$ cat src/rtl/mux_rr_arbiter_pkg.sv
// mux_rr_arbiter_pkg: shared sizes and FSM state encoding for the round-robin arbiter
package mux_rr_arbiter_pkg;
  localparam int N_REQ = 8;
  localparam int SEL_W = 3;
  localparam logic [0:0] S_IDLE = 1'b0;
  localparam logic [0:0] S_OWN  = 1'b1;
endpackage

$ cat src/rtl/mux_rr_arbiter_rr_pick.sv
// rr_pick: rotate requests by ptr, then pick the first set bit at or after ptr
module rr_pick
  import mux_rr_arbiter_pkg::*;
(
  input  logic [N_REQ-1:0] req,
  input  logic [SEL_W-1:0] ptr,
  output logic [SEL_W-1:0] idx,
  output logic             any
);
  logic [N_REQ-1:0] rot;
  logic [SEL_W-1:0] off;
  always_comb begin
    rot = N_REQ'({req, req} >> ptr);
    off = '0;
    for (int i = N_REQ - 1; i >= 0; i--)
      if (rot[i]) off = SEL_W'(i);
  end
  assign idx = ptr + off;
  assign any = |req;
endmodule

$ cat src/rtl/mux_rr_arbiter.sv
// mux_rr_arbiter: round-robin owner of the 8:1 mux select with a hold timer that forces rotation
module mux_rr_arbiter
  import mux_rr_arbiter_pkg::*;
#(
  parameter int MAX_HOLD = 16,
  parameter int CNT_W    = 8
) (
  input  logic             Clock,
  input  logic             Resetn,
  input  logic [N_REQ-1:0] Req,
  output logic [SEL_W-1:0] MuxSelect,
  output logic [N_REQ-1:0] Grant,
  output logic             Valid,
  output logic             Preempt
);
  logic [0:0]       state;
  logic [SEL_W-1:0] ptr, idx;
  logic [CNT_W-1:0] cnt;
  logic             any;
  rr_pick u_pick (.req(Req), .ptr(ptr), .idx(idx), .any(any));
  assign Valid = |Grant;
  // every release returns to IDLE, which yields the one-cycle dead gap between owners
  always_ff @(posedge Clock or negedge Resetn)
    if (!Resetn) begin
      state     <= S_IDLE;
      ptr       <= '0;
      cnt       <= '0;
      Grant     <= '0;
      MuxSelect <= '0;
      Preempt   <= 1'b0;
    end else begin
      Preempt <= 1'b0;
      if (state == S_IDLE) begin
        if (any) begin
          state     <= S_OWN;
          Grant     <= N_REQ'(1) << idx;
          MuxSelect <= idx;
          cnt       <= '0;
        end
      end else if (!Req[MuxSelect] || cnt == CNT_W'(MAX_HOLD - 1)) begin
        state   <= S_IDLE;
        Grant   <= '0;
        ptr     <= MuxSelect + SEL_W'(1);
        Preempt <= Req[MuxSelect];
      end else
        cnt <= cnt + CNT_W'(1);
    end
endmodule

$ cat config.mk
export PLATFORM = sky130hd
export DESIGN_NAME = mux_rr_arbiter
export DESIGN_NICKNAME = d
export VERILOG_FILES = /design/src/rtl/mux_rr_arbiter_pkg.sv /design/src/rtl/mux_rr_arbiter_rr_pick.sv /design/src/rtl/mux_rr_arbiter.sv
export SDC_FILE = /design/constraint.sdc
export NUM_CORES = 1
export LEC_CHECK = 0
export ABC_CLOCK_PERIOD_IN_PS = 3500
export BUFFER_PORTS_ARGS = -buffer_cell sky130_fd_sc_hd__buf_2
export CORE_MARGIN = 1
export CORE_UTILIZATION = 45
export DETAILED_ROUTE_END_ITERATION = 16
export PLACE_DENSITY_LB_ADDON = 0.15
export RECOVER_POWER = 25
export SLEW_MARGIN = 20
export SYNTH_ARGS = -nofsm -noshare
export SYNTH_HDL_FRONTEND = slang
export SYNTH_SLANG_ARGS = --single-unit
$ cat constraint.sdc
create_clock -name Clock -period 3.5 [get_ports Clock]
set_input_delay 0.525 -clock Clock [delete_from_list [all_inputs] [get_ports Clock]]
set_output_delay 0.525 -clock Clock [all_outputs]
set_load 0.02 [all_outputs]
==> results by group <==
Die
  – Die area: 4332 um^2
  – Core Box Area: 3771 um^2
  – Die Height: 65.82 um
  – Initial Util: 48.61%
  – Row cnt: 22
  – Die Wd: 65.82 um
  – # IOs: 23

Timing
  – Final Hold Viols: 0
  – Fin. max-slew vios: 0
  – Max_slew headroom: 15.41%
  – Clock period minus worst slack: 3.224 ns
  – Worst hold slack: 0.5090 ns
  – # setup viols final: 0
  – Slew @ Worst Pin: 1.269 ns
  – Clock Skews: 0.01044 ns
  – Max Freq: 310.2 MHz
  – RSZ-0062 raised after global routing: false
  – Fin crit share: 92.11%
  – Final TNS setup: 0 ns

Clock network
  – Clk root buf: clkbuf_8
  – CTS Buf Count: 3
  – Hold Buf Count CTS: 0
  – Clock sink count: 24
  – Clock Latency Late Sink: 0.27 ns
  – Clk buf depth: 2
  – CTS tree: yes
  – Clk slew on worst S/H paths: 0.09 ns
  – CTS H-tree lvls: 1

Layout
  – Fin area: 2028 um^2
  – Synthesis-to-finish area growth: 10.65%
  – # fillers: 348
  – Layout cells sized above 1: 17.39%
  – N_diodes: 0
  – # nets final: 245

Worst setup path
  – Crit path cell chain: buf_4, nor3b_1, nor4_1, or4_1, o21ai_0, nand2_1, fa_1, xor2_1, xnor2_2, o21ai_0
  – CP Data Required Time: 3.63 ns
  – Reg2Reg Capture Point: MuxSelect[2]$_DFFE_PN0P_
  – Cell mode on critical path: o21ai_0
  – R2r setup slk: 0.28 ns
  – Slowest stage delay, CP: 0.56 ns
  – Critical Path Slowest Stage Cell: dfrtp_2
  – Reg2Reg Launch Point: ptr[1]$_DFFE_PN0P_
  – Worst Setup Start Kind: register
  – Crit path max fanout: 18
  – Worst R2R Path Depth: 10
  – Worst Path Arrival: 3.35 ns
  – Setup CP Type: register to register
  – Crit end category: register

Detailed routing
  – Drt via density: 6.129
  – Initial DRC Count: 180
  – Vias: 1,704
  – TritonRoute pass-1 iters: 4
  – DRC: 0
  – Final ANT Viol Nets: 0
  – WL/cell: 15.31 um
  – Routed WL: 4256 um

Pwr
  – P per Cell Area: 968.4 nW/um^2
  – Clock Power Share: 12.3%
  – Peak VDD IR: 0.4461 mV
  – Pwr Total: 0.001964 W
  – Int Pwr: 0.0009980 W
  – Sw Pwr: 0.0009661 W
  – Comb pwr share: 62.8%
  – Switching Fraction: 49.19%
  – Leak Pwr: 0.8500 nW
  – Sequential power share: 24.9%

Place
  – Dpl cell area: 1957 um^2
  – GPL Wtd Cong: 0.8702
  – Final HPWL DP: 3107 um
  – IO Port Bufs: 22

Global routing
  – Wire length of the first global-routing pass: 7314 um
  – Largest net degree at the start of global routing: 25
  – Vias in the first global route: 1,550
  – Initial antenna violation count: 0
  – Gr ovfl total: 0
  – GRT Total Usage: 21.68%

Synth
  – Largest family of logic cells by synthesized area: simple AND/OR/NAND/NOR gates
  – Synth Area in Compound Gates: 20.00%
  – Synth Area in Adders: 3.140%
  – Mux cell area share after synthesis: 8.191%
  – Cells after Synth: 216
  – Post-synth EDFFs: 0
  – Syn. warnings: 0
  – Asr flop ratio synth: 100.0%
  – Library cells used by synthesis: 45
  – Main synth FF type: dfrtp_1
  – Mean area per synthesized cell: 8.486 um^2
  – Simple logic cell fraction of the synthesized area: 26.21%
  – Area of the mapped netlist: 1833 um^2
  – Net Count, Synth: 230
  – Synthesized flop and latch total: 24
  – Xor/xnor share of the synthesized area: 3.276%
  – Seq/Total Area, Yosys: 32.76%

Outcome
  – Outcome: complete, no violations

Flow run
  – Maxcap violations: 0

Worst hold path
  – Worst min path class: primary input to async pin
==> cells in the mapped netlist, types with 2 or more instances <==
library cell	number	area [um^2]
a31oi_1	2	12.51
mux2i_1	6	60.06
nand3_1	8	40.04
buf_2	6	30.03
o31ai_1	2	15.01
nor2_1	10	37.54
o41ai_1	3	26.28
or4_1	2	15.01
a211oi_1	6	45.04
nand2_1	18	67.56
nand2b_1	5	31.28
a21oi_1	10	50.05
nor2b_1	4	25.02
nand4_1	2	12.51
nor3_1	20	100.1
a32o_1	5	50.05
ha_1	3	37.54
mux2_2	2	22.52
dfrtp_1	24	600.6
mux4_2	3	67.56
xnor2_1	4	35.03
nor3b_1	6	45.04
inv_1	9	33.78
clkbuf_1	8	30.03
nor4_1	13	81.33
o21ai_0	16	80.08
==> placed cells by master (no fill, tap or decap), drive strengths merged, types with 4 or more instances in the layout <==
master,instances
nand2,18
a21oi,10
clkbuf,4
nor3b,7
nand3,8
a32o,5
buf,26
inv,9
xnor2,5
a211oi,6
nand2b,5
dfrtp,24
nor3,20
nor2,10
nor4,13
o21ai,16
mux2i,6
nor2b,4
==> worst max-delay path by stage <==
stage	startpoint	end	cells after the start	slack, ns
after global routing	ptr[1]$_DFFE_PN0P_	MuxSelect[2]$_DFFE_PN0P_	10	0.02
after global placement	ptr[1]$_DFFE_PN0P_	Grant[5]$_DFFE_PN0P_	10	0.15
final	ptr[1]$_DFFE_PN0P_	MuxSelect[2]$_DFFE_PN0P_	10	0.28
after CTS	ptr[1]$_DFFE_PN0P_	MuxSelect[2]$_DFFE_PN0P_	10	0.13
after detailed placement	ptr[1]$_DFFE_PN0P_	MuxSelect[2]$_DFFE_PN0P_	10	0.15
after floorplan	ptr[1]$_DFFE_PN0P_	Grant[5]$_DFFE_PN0P_	15	0.38
==> per-layer routing <==
metal,share of wire [%],track usage (%),vias up
li1,-,-,842
met1,46,30.29,809
met2,48,35.71,51
met3,5.8,2.241,2
met4,0.52,5.435,0
met5,0,0,-
==> layout make-up <==
cell class | count | area, um^2 | share of cell area [%]
Clock buffer | 3 | 41.29 | 2.036
Clock inverter | 1 | 30.03 | 1.481
Inverter | 9 | 33.78 | 1.666
Multi-Input combinational cell | 166 | 1115 | 54.97
Sequential cell | 24 | 601.8 | 29.67
Tap cell | 48 | 60.06 | 2.961
Timing Repair Buffer | 27 | 146.4 | 7.218
==> critical path, delay by kind of cell, from the launching register on <==
family,cells,cell delay [ns]
simple gates,4,0.96
flops,1,0.56
xor+xnor,2,0.55
fa+ha+maj,1,0.43
compound gates,2,0.30
buf+inv,1,0.27
==> timing repair <==
action,in CTS,in global routing
setup buffers,0,0
endpoints found under the setup margin,0,9
resized for setup,0,1
==> state kept, by name (all words and copies together), names as in the netlist <==
register,flops
Grant,8
MuxSelect,3
Preempt,1
cnt,8
ptr,3
state,1
==> through the flow <==
step	setup WS (ns)	utilization, %	instances
detailed placement	0.1512	51.89	274
floorplan	0.3762	-	216
finish	0.2762	53.78	278
global placement	0.1494	51.89	274
global route	0.02015	53.78	278
CTS	0.1268	53.78	278
==> cell families (layout without fill, tap and decap cells) <==
| logic type | Yosys count | after routing |
|---|---|---|
| mux | 11 | 11 |
| simple gates | 91 | 91 |
| xor+xnor | 6 | 6 |
| compound gates | 54 | 54 |
| buf+inv | 26 | 40 |
| fa+ha+maj | 4 | 4 |
| flops | 24 | 24 |
==> power groups by stage <==
stage | Sequential (W) | Clock, W | Combinational, W
3_3_place_gp | 0.000493 | 0 | 0.00122
2_1_floorplan | 0.000467 | 0 | 0.000963
5_1_grt | 0.000511 | 0.000257 | 0.00137
6_report | 0.000489 | 0.000242 | 0.00123
4_1_cts | 0.000488 | 0.000247 | 0.00123
3_5_place_dp | 0.000494 | 0 | 0.00122
No activity file was read; power rests on OpenSTA's default activity.
